## config.mk

```make
export PLATFORM = sky130hd
export DESIGN_NAME = sid_regs
export DESIGN_NICKNAME = d
export VERILOG_FILES = /design/src/rtl/sid_pkg.sv /design/src/rtl/sid_bus_decay.sv /design/src/rtl/sid_regs.sv
export SDC_FILE = /design/constraint.sdc
export NUM_CORES = 1
export LEC_CHECK = 0
export ABC_CLOCK_PERIOD_IN_PS = 6700
export BUFFER_PORTS_ARGS = -buffer_cell sky130_fd_sc_hd__buf_2
export CAP_MARGIN = 20
export CORE_ASPECT_RATIO = 0.7
export CORE_MARGIN = 2
export CORE_UTILIZATION = 40
export CTS_BUF_LIST = sky130_fd_sc_hd__clkbuf_16
export DETAILED_ROUTE_END_ITERATION = 8
export PLACE_DENSITY = 0.66
export SYNTH_ARGS = -nofsm -noshare
export SYNTH_HDL_FRONTEND = slang
export SYNTH_SLANG_ARGS = --single-unit
```

## constraint.sdc

```tcl
create_clock -name clock -period 6.7 [get_ports clock]
set_clock_uncertainty 0.1 [all_clocks]
set_input_delay 0.67 -clock clock [delete_from_list [all_inputs] [get_ports clock]]
set_output_delay 0.67 -clock clock [all_outputs]
set_load 0.03 [all_outputs]
```

## src/rtl/sid_pkg.sv

```systemverilog
`default_nettype none
// +-----------------------------------------------------------------------------+
// | sid_pkg: SID register map, voice stride and default bus-decay constants     |
// | Rev 1.0                                                                     |
// +-----------------------------------------------------------------------------+
package sid_pkg;

  typedef enum logic {
    SID_6581 = 1'b0,
    SID_8580 = 1'b1
  } sid_model_e;

  // Per-voice offsets, added to voice_index * SID_VOICE_STRIDE
  localparam logic [4:0] SID_FREQ_LO  = 5'h00;
  localparam logic [4:0] SID_FREQ_HI  = 5'h01;
  localparam logic [4:0] SID_PW_LO    = 5'h02;
  localparam logic [4:0] SID_PW_HI    = 5'h03;
  localparam logic [4:0] SID_CONTROL  = 5'h04;
  localparam logic [4:0] SID_ATT_DEC  = 5'h05;
  localparam logic [4:0] SID_SUS_REL  = 5'h06;

  localparam logic [4:0] SID_FC_LO    = 5'h15;
  localparam logic [4:0] SID_FC_HI    = 5'h16;
  localparam logic [4:0] SID_RES_FILT = 5'h17;
  localparam logic [4:0] SID_MODE_VOL = 5'h18;
  localparam logic [4:0] SID_POTX     = 5'h19;
  localparam logic [4:0] SID_POTY     = 5'h1A;
  localparam logic [4:0] SID_OSC3     = 5'h1B;
  localparam logic [4:0] SID_ENV3     = 5'h1C;

  localparam int SID_VOICE_STRIDE = 7;

  localparam int DECAY_6581_DEF = 7424;
  localparam int DECAY_8580_DEF = 663552;
  localparam int DCNT_W_DEF     = 20;

endpackage
`default_nettype wire

```

## src/rtl/sid_bus_decay.sv

```systemverilog
`default_nettype none
// +-----------------------------------------------------------------------------+
// | sid_bus_decay: last-transferred bus byte with model-dependent decay to zero |
// | Rev 1.0                                                                     |
// +-----------------------------------------------------------------------------+
module sid_bus_decay
  import sid_pkg::*;
#(
  parameter int DECAY_6581 = DECAY_6581_DEF,
  parameter int DECAY_8580 = DECAY_8580_DEF,
  parameter int DCNT_W     = DCNT_W_DEF
) (
  input  logic       clock,
  input  logic       reset_n,
  input  logic       ce_1m,
  input  logic       mode,
  input  logic       load,
  input  logic [7:0] din,
  output logic [7:0] bus_val
);

  logic [7:0]        bus_q, bus_d;
  logic [DCNT_W-1:0] cnt_q, cnt_d;
  logic [DCNT_W-1:0] reload;

  assign reload = (sid_model_e'(mode) == SID_8580) ? DCNT_W'(DECAY_8580)
                                                   : DCNT_W'(DECAY_6581);

  // An access always wins over expiry: it reloads and never clears.
  always_comb begin
    bus_d = bus_q;
    cnt_d = cnt_q;
    if (ce_1m) begin
      if (load) begin
        bus_d = din;
        cnt_d = reload;
      end else if (cnt_q != '0) begin
        cnt_d = cnt_q - 1'b1;
        if (cnt_q == DCNT_W'(1)) bus_d = 8'h00;
      end
    end
  end

  always_ff @(posedge clock or negedge reset_n) begin
    if (!reset_n) begin
      bus_q <= 8'h00;
      cnt_q <= '0;
    end else begin
      bus_q <= bus_d;
      cnt_q <= cnt_d;
    end
  end

  assign bus_val = bus_q;

endmodule
`default_nettype wire

```

## src/rtl/sid_regs.sv

```systemverilog
`default_nettype none
// +-----------------------------------------------------------------------------+
// | sid_regs: SID CPU-side register file - write decode, register bank, readback|
// | Rev 1.0                                                                     |
// +-----------------------------------------------------------------------------+
module sid_regs
  import sid_pkg::*;
#(
  parameter int DECAY_6581 = DECAY_6581_DEF,
  parameter int DECAY_8580 = DECAY_8580_DEF,
  parameter int DCNT_W     = DCNT_W_DEF
) (
  input  logic        clock,
  input  logic        reset_n,
  input  logic        ce_1m,
  input  logic        mode,
  input  logic        cs,
  input  logic        we,
  input  logic [4:0]  addr,
  input  logic [7:0]  data_in,
  output logic [7:0]  data_out,
  output logic [15:0] freq0,
  output logic [15:0] freq1,
  output logic [15:0] freq2,
  output logic [11:0] pw0,
  output logic [11:0] pw1,
  output logic [11:0] pw2,
  output logic [7:0]  control0,
  output logic [7:0]  control1,
  output logic [7:0]  control2,
  output logic [7:0]  att_dec0,
  output logic [7:0]  att_dec1,
  output logic [7:0]  att_dec2,
  output logic [7:0]  sus_rel0,
  output logic [7:0]  sus_rel1,
  output logic [7:0]  sus_rel2,
  output logic [10:0] fc,
  output logic [7:0]  res_filt,
  output logic [7:0]  mode_vol,
  input  logic [7:0]  pot_x,
  input  logic [7:0]  pot_y,
  input  logic [7:0]  osc3,
  input  logic [7:0]  env3
);

  // Reset asserts asynchronously but releases on a clock edge.
  logic [1:0] rst_sync_q;
  logic       rst_n_int;

  always_ff @(posedge clock or negedge reset_n) begin
    if (!reset_n) rst_sync_q <= 2'b00;
    else          rst_sync_q <= {rst_sync_q[0], 1'b1};
  end

  assign rst_n_int = rst_sync_q[1];

  logic [15:0] freq_q    [3];
  logic [11:0] pw_q      [3];
  logic [7:0]  control_q [3];
  logic [7:0]  att_dec_q [3];
  logic [7:0]  sus_rel_q [3];
  logic [10:0] fc_q;
  logic [7:0]  res_filt_q;
  logic [7:0]  mode_vol_q;
  logic [7:0]  data_out_q;
  logic [7:0]  rd_data;
  logic [7:0]  bus_val;
  logic        wr_en;
  logic        rd_en;

  assign wr_en = ce_1m & cs & we;
  assign rd_en = ce_1m & cs & ~we;

  always_ff @(posedge clock or negedge rst_n_int) begin
    if (!rst_n_int) begin
      for (int v = 0; v < 3; v++) begin
        freq_q[v]    <= '0;
        pw_q[v]      <= '0;
        control_q[v] <= '0;
        att_dec_q[v] <= '0;
        sus_rel_q[v] <= '0;
      end
      fc_q       <= '0;
      res_filt_q <= '0;
      mode_vol_q <= '0;
    end else if (wr_en) begin
      for (int v = 0; v < 3; v++) begin
        if (addr == 5'(SID_VOICE_STRIDE * v) + SID_FREQ_LO) freq_q[v][7:0]   <= data_in;
        if (addr == 5'(SID_VOICE_STRIDE * v) + SID_FREQ_HI) freq_q[v][15:8]  <= data_in;
        if (addr == 5'(SID_VOICE_STRIDE * v) + SID_PW_LO)   pw_q[v][7:0]     <= data_in;
        if (addr == 5'(SID_VOICE_STRIDE * v) + SID_PW_HI)   pw_q[v][11:8]    <= data_in[3:0];
        if (addr == 5'(SID_VOICE_STRIDE * v) + SID_CONTROL) control_q[v]     <= data_in;
        if (addr == 5'(SID_VOICE_STRIDE * v) + SID_ATT_DEC) att_dec_q[v]     <= data_in;
        if (addr == 5'(SID_VOICE_STRIDE * v) + SID_SUS_REL) sus_rel_q[v]     <= data_in;
      end
      if (addr == SID_FC_LO)    fc_q[2:0]  <= data_in[2:0];
      if (addr == SID_FC_HI)    fc_q[10:3] <= data_in;
      if (addr == SID_RES_FILT) res_filt_q <= data_in;
      if (addr == SID_MODE_VOL) mode_vol_q <= data_in;
    end
  end

  always_comb begin
    rd_data = bus_val;
    case (addr)
      SID_POTX: rd_data = pot_x;
      SID_POTY: rd_data = pot_y;
      SID_OSC3: rd_data = osc3;
      SID_ENV3: rd_data = env3;
      default:  rd_data = bus_val;
    endcase
  end

  always_ff @(posedge clock or negedge rst_n_int) begin
    if (!rst_n_int)  data_out_q <= 8'h00;
    else if (rd_en)  data_out_q <= rd_data;
  end

  sid_bus_decay #(
    .DECAY_6581 (DECAY_6581),
    .DECAY_8580 (DECAY_8580),
    .DCNT_W     (DCNT_W)
  ) u_bus_decay (
    .clock   (clock),
    .reset_n (rst_n_int),
    .ce_1m   (ce_1m),
    .mode    (mode),
    .load    (cs),
    .din     (we ? data_in : rd_data),
    .bus_val (bus_val)
  );

  assign data_out = data_out_q;
  assign freq0    = freq_q[0];
  assign freq1    = freq_q[1];
  assign freq2    = freq_q[2];
  assign pw0      = pw_q[0];
  assign pw1      = pw_q[1];
  assign pw2      = pw_q[2];
  assign control0 = control_q[0];
  assign control1 = control_q[1];
  assign control2 = control_q[2];
  assign att_dec0 = att_dec_q[0];
  assign att_dec1 = att_dec_q[1];
  assign att_dec2 = att_dec_q[2];
  assign sus_rel0 = sus_rel_q[0];
  assign sus_rel1 = sus_rel_q[1];
  assign sus_rel2 = sus_rel_q[2];
  assign fc       = fc_q;
  assign res_filt = res_filt_q;
  assign mode_vol = mode_vol_q;

endmodule
`default_nettype wire

```

After elaboration in Yosys (flattened, before gate mapping)
Index checks and enable logic that the tools add are counted.
Widths: inputs -> output; s select.
{ "op_classes": {"bitwise_logic": 4, "addsub": 1, "n_eq_ne": 29, "n_mux": 8, "reduce_logical": 31} }
{ "op_table": {"columns": ["cell", "count"], "rows": [
  ["$eq 5x5->1 const B", 13],
  ["$mux 20", 3],
  ["$reduce_and 2->1", 26],
  ["$eq 5x4->1 const B", 8],
  ["$mux 8", 4],
  ["$pmux 8 s4", 1],
  ["$eq 20x1->1 const B", 1],
  ["$eq 5x3->1 const B", 4],
  ["$reduce_bool 20->1", 1],
  ["$sub 20x1->20 const B", 1],
  ["$eq 5x2->1 const B", 2],
  ["$eq 5x1->1 const B", 1],
  ["$logic_not 5->1", 1],
  ["$reduce_bool 2->1", 2],
  ["$and 1x1->1", 3],
  ["$reduce_and 3->1", 1],
  ["$not 1->1", 1]
]} }
{ "totals": {"register_bits": 221, "wordCells": 102, "output_inout_bits": 191} }

Logic depth before layout (Yosys ltp)
{ "logic_depth": {"ltp_word": 4, "mapped_depth": 7} }

Modules after synthesis
From an unflattened synthesis, not the netlist that was laid out.
{ "unflattened": {"cells_unflattened": 722, "hier_area_um2": 9464.1} }
{ "modules_own_cells": {"columns": ["module", "seq_area_each_um2", "instances", "cells_each", "area_per_inst_um2"], "rows": [
  ["sid_regs", 4829.6, 1, 551, 7877.6],
  ["sid_bus_decay", 700.7, 1, 171, 1586.5]
]} }

Least setup slack after synthesis
Ideal clock, no wire load.
{ "synth_timing": {"kind": "register to register", "from": "register u_bus_decay.cnt_q[15]", "to": "register u_bus_decay.bus_q[6], in the netlist u_bus_decay.bus_val[6]", "path_stages_with_launch": 6, "setup_slack_ns": 4.143, "synth_period_minus_slack_ns": 2.557, "path_buffers": 1, "t_arrival_ns": 2.331, "cell_sequence": "dfrtp_1 -> or4_4 -> or4_1 -> buf_2 -> o41a_4 -> a221o_1"} }
{ "synth_between": {"elab_chain_cells": 3, "word_cells_on_any_way": 5} }
{ "synth_rtl": {"columns": ["element", "line_no", "text"], "rows": [
  ["start: declaration", "sid_bus_decay.sv:23", "logic [DCNT_W-1:0] cnt_q, cnt_d;"],
  ["start signal: assignment", "sid_bus_decay.sv:50", "cnt_q <= cnt_d;"],
  ["$eq 20x1->1 or $reduce_bool 20->1 (tied branches)", "sid_bus_decay.sv:39, sid_bus_decay.sv:37", null],
  ["$reduce_bool 2->1 (no line)", null, null],
  ["$reduce_and 3->1 (no line) (*)", null, null],
  ["end signal: assignment", "sid_bus_decay.sv:49", "bus_q <= bus_d;"],
  ["end: declaration", "sid_bus_decay.sv:22", "logic [7:0] bus_q, bus_d;"]
]} }
Mark *: on every way between the ends. The rest lies on a longest branch, timed or not.
A chain may end at the register's enable or synchronous reset.

Final worst setup path
{ "layout_timing": {"from": "register u_bus_decay.cnt_q[15]", "to": "register u_bus_decay.cnt_q[19]"} }
{ "layout_between": {"elab_chain_cells": 3, "word_cells_on_any_way": 6} }
{ "layout_rtl": {"columns": ["element", "line_no"], "rows": [
  ["$sub 20x1->20 or $reduce_bool 20->1 (tied branches)", "sid_bus_decay.sv:38, sid_bus_decay.sv:37"],
  ["$mux 20 or $reduce_bool 2->1 (tied branches)", null],
  ["$mux 20 or $reduce_and 2->1 (tied branches)", null]
]} }
Several ways; a longest one is shown, not always the timed one. The select of a mux whose other input is x is not followed.

==> run_summary.xml <==
<?xml version="1.0" encoding="UTF-8"?>
<metrics>
  <group name="run_status">
    <metric name="run_status" unit="">completed</metric>
  </group>
  <group name="sta">
    <metric name="timing.final.hold_violations" unit="">0</metric>
    <metric name="slew_limit_headroom" unit="%">35.44</metric>
    <metric name="unrepaired_setup_endpoints_after_global_routing" unit="">false</metric>
    <metric name="fin_ws" unit="ns">3.846</metric>
    <metric name="number_of_setup_violations_in_the_final_report" unit="">0</metric>
    <metric name="worstMarginPinSlew" unit="ns">0.9649</metric>
    <metric name="min_period" unit="ns">2.854</metric>
    <metric name="fin_crit_sh" unit="%">42.60</metric>
    <metric name="whs" unit="ns">0.2290</metric>
    <metric name="fin_setup_tns" unit="ns">0</metric>
    <metric name="max_clock_freq" unit="GHz">0.3504</metric>
    <metric name="maxSlewViolCount" unit="">0</metric>
  </group>
  <group name="final_layout">
    <metric name="layout_cells_sized_above_1" unit="%">50.22</metric>
    <metric name="fin_nets" unit="">964</metric>
    <metric name="area_delta_synth_final" unit="%">23.61</metric>
    <metric name="num-fill-cells" unit="">2046</metric>
    <metric name="total_inserted_antenna_cells" unit="">0</metric>
    <metric name="final_cell_area" unit="µm²">11280</metric>
  </group>
  <group name="yosys">
    <metric name="synth.net_count" unit="">728</metric>
    <metric name="synth.distinct_cells" unit="">51</metric>
    <metric name="yosysWarningCount" unit="">0</metric>
    <metric name="synthFlopType" unit="">sky130_fd_sc_hd__dfrtp_1</metric>
    <metric name="synthesis.area_per_instance" unit="µm²">13.54</metric>
    <metric name="synth_edf_count" unit="">0</metric>
    <metric name="postSynthCellCount" unit="">674</metric>
    <metric name="syn-cell-area" unit="µm²">9124</metric>
    <metric name="async_s_r_ff_share_synth" unit="%">100.0</metric>
    <metric name="seq_area_frac_synth" unit="%">60.61</metric>
    <metric name="yosys_register_bits" unit="">221</metric>
  </group>
  <group name="clocking">
    <metric name="clock_latency" unit="ns">0.51</metric>
    <metric name="cts_inserted_buffers" unit="">22</metric>
    <metric name="clock_tree.buffer_depth" unit="">3</metric>
    <metric name="postCtsSetupRepairBufs" unit="">0</metric>
    <metric name="cts_hold_buf" unit="">1</metric>
    <metric name="cts.repair.resized" unit="">0</metric>
    <metric name="cts.htree.levels" unit="">1</metric>
    <metric name="cts_tree" unit="">done</metric>
    <metric name="cts.sinks" unit="">221</metric>
    <metric name="worst_setup_hold_path_clk_slew" unit="ns">0.06</metric>
    <metric name="root_buffer" unit="">sky130_fd_sc_hd__clkbuf_16</metric>
  </group>
  <group name="die">
    <metric name="dieArea" unit="µm²">24050</metric>
    <metric name="row_count" unit="">46</metric>
    <metric name="floorplan.io_pins" unit="">242</metric>
    <metric name="start_util" unit="%">40.54</metric>
    <metric name="die_h" unit="µm">130.4</metric>
    <metric name="core-area" unit="µm²">22500</metric>
    <metric name="die_width" unit="µm">184.5</metric>
  </group>
  <group name="power">
    <metric name="power_leakage" unit="nW">6.017</metric>
    <metric name="power.total" unit="mW">3.342</metric>
    <metric name="worst_ir_drop_vdd" unit="V">0.0002019</metric>
    <metric name="p_per_area" unit="nW/µm²">296.3</metric>
  </group>
  <group name="grt">
    <metric name="groute.layer.met3.usage" unit="%">6.922</metric>
    <metric name="met2_usage" unit="%">31.98</metric>
    <metric name="antenna_found_initial" unit="">0</metric>
    <metric name="global_route.usage.met1" unit="%">28.87</metric>
    <metric name="global_route.peak_usage_layer" unit="">met2</metric>
    <metric name="grt_pass1_wl" unit="mm">38.17</metric>
    <metric name="grt.overflow.total" unit="">0</metric>
    <metric name="maximum_number_of_pins_on_one_net_before_global_route_repair" unit="">114</metric>
    <metric name="first_global_vias" unit="">6444</metric>
    <metric name="grt.total_usage" unit="%">20.80</metric>
  </group>
  <group name="route">
    <metric name="detail_route.vias_per_cell" unit="">5.191</metric>
    <metric name="drt_wl_total" unit="mm">24.93</metric>
    <metric name="first_pass_iteration_count_of_the_detailed_router" unit="">4</metric>
    <metric name="first_iter_violations" unit="">330</metric>
    <metric name="drc" unit="">0</metric>
    <metric name="route.vias.total" unit="">6427</metric>
    <metric name="ant_nets_after_route" unit="">0</metric>
    <metric name="route.detailed.wl_per_inst" unit="µm">20.13</metric>
  </group>
  <group name="run">
    <metric name="timing.max_cap.violations" unit="">0</metric>
  </group>
  <group name="min_path">
    <metric name="hold_path_class" unit="">reg2async</metric>
  </group>
  <group name="critical_path">
    <metric name="largest_incremental_delay_on_the_critical_path" unit="ns">0.68</metric>
    <metric name="cp_max_fo" unit="">18</metric>
    <metric name="crit_chain" unit="">or4_4 &gt; or4_1 &gt; o21ai_2 &gt; mux2i_1 &gt; a21oi_1</metric>
    <metric name="worstPathBufferInverterCount" unit="">0</metric>
    <metric name="critical_path.endpoint_type" unit="">register</metric>
    <metric name="worst-endpoint-required" unit="ns">6.97</metric>
    <metric name="worstSetupPathType" unit="">reg2reg</metric>
    <metric name="critPathArrivalTime" unit="ns">3.13</metric>
    <metric name="crit_path_start_kind" unit="">register</metric>
    <metric name="slowest_stage" unit="">sky130_fd_sc_hd__or4_1</metric>
    <metric name="timing.critical_path.max_delay_family" unit="">simple AND/OR/NAND/NOR gates</metric>
  </group>
  <group name="place">
    <metric name="gp_congestion" unit="">0.8649</metric>
    <metric name="post-place-ws" unit="ns">3.764</metric>
    <metric name="hpwlAfterDp" unit="mm">16.85</metric>
    <metric name="port_buffers" unit="">241</metric>
    <metric name="dpl-instance-area" unit="µm²">10630</metric>
  </group>
</metrics>
through the flow:
step           instances  utilization [%]
2_1_floorplan        674                -
3_3_place_gp        1196            47.21
3_5_place_dp        1196            47.21
4_1_cts             1237            50.09
5_1_grt             1238            50.12
6_report            1238            50.12
layout make-up:
class	count	area, µm²	area share (%)
clock inverter	18	87.58	0.7766
inverter	8	30.03	0.2663
tap	312	390.4	3.461
timing repair buffer	245	1249	11.07
clock buffer	22	550.5	4.881
multi-input combinational	412	3437	30.47
sequential	221	5534	49.07
synthesized netlist by cell type, drive strengths merged (3+ instances only):
cell      n  share of area, %
a22oi     7              0.58
nor2b     3              0.21
o21a      3              0.25
buf       3              0.15
a21o      3              0.25
dfrtp   221                61
mux2    183                23
nor4      3              0.21
or4       6              0.53
o21ai    15              0.86
or3       6              0.41
nand3     8              0.44
o221ai    7              0.67
ha        3              0.41
a21oi     6              0.33
a32o      7              0.77
o31a      3              0.29
nor3     11              0.60
nand2b    5              0.34
nand2    48               2.0
or2       3              0.21
nor2     34               1.4
a221o     8              0.88
nand4     7              0.48
clkbuf   30               1.2
inv       8              0.33
logic make-up (layout without fill, tap and decap cells):
kind of cell,Yosys count,after routing,synth area share [%]
AOI/OAI and AO/OA,76,76,6.473
xor gates and xnor gates,3,3,0.2880
adders and majority gates,3,3,0.4115
buffers and inverters,41,293,1.714
DFF,221,221,60.61
muxes,185,185,22.81
other,1,1,0.04110
and+or+nand+nor,144,144,7.652
final timing paths:
kind / cells after the start / slack [ns] / end / start
worst min-delay path: 0 / 0.23 / pw0[8] / rst_sync_q[1]
worst max-delay path: 5 / 3.85 / u_bus_decay.cnt_q[19] / u_bus_decay.cnt_q[15]
worst max register to register: 5 / 3.85 / u_bus_decay.cnt_q[19] / u_bus_decay.cnt_q[15]
max in group asynchronous: 1 / 5.02 / mode_vol[6] / rst_sync_q[1]
min in group clock: 0 / 0.25 / rst_sync_q[1] / rst_sync_q[0]
worst min register to register: 0 / 0.23 / pw0[8] / rst_sync_q[1]
sequential cells by signal, indices dropped and copies added, names as in the netlist, 11 cells and up:
name and count:
freq1 16, u_bus_decay.cnt_q 20, freq0 16, pw1 12
fc 11, freq2 16, pw2 12, pw0 12
cell usage in the layout, fill, tap and decap left out, types with 3 or more instances in the layout:
cell and count:
sky130_fd_sc_hd__nor3_1 11, sky130_fd_sc_hd__mux2_2 183, sky130_fd_sc_hd__dfrtp_1 220, sky130_fd_sc_hd__or4_1 5, sky130_fd_sc_hd__nor4_1 3, sky130_fd_sc_hd__o31a_1 3, sky130_fd_sc_hd__a22oi_1 7, sky130_fd_sc_hd__a21o_1 3
sky130_fd_sc_hd__nand4_1 7, sky130_fd_sc_hd__nand2_1 48, sky130_fd_sc_hd__a21oi_1 6, sky130_fd_sc_hd__nand3_1 8, sky130_fd_sc_hd__buf_2 241, sky130_fd_sc_hd__inv_1 11, sky130_fd_sc_hd__or3_1 6, sky130_fd_sc_hd__o221ai_1 7
sky130_fd_sc_hd__clkinv_2 6, sky130_fd_sc_hd__o21ai_0 14, sky130_fd_sc_hd__nand2b_1 5, sky130_fd_sc_hd__or2_2 3, sky130_fd_sc_hd__ha_1 3, sky130_fd_sc_hd__o21a_1 3, sky130_fd_sc_hd__a221o_1 8, sky130_fd_sc_hd__clkinv_1 8
sky130_fd_sc_hd__clkbuf_16 22, sky130_fd_sc_hd__a32o_1 7, sky130_fd_sc_hd__nor2b_1 3, sky130_fd_sc_hd__nor2_1 34
layer usage:
layer / share of wire [%] / vias to the layer above
met5: 0 / -
met4: 1.7 / 0
met3: 8.3 / 29
met2: 45 / 206
met1: 45 / 3275
li1: - / 2917
power by group:
group	switching, mW	internal, mW
logic	0.444	0.217
clock network	0.513	0.598
registers	0.0967	1.47
total	1.05	2.29
Power figures use the tool's default switching activity.
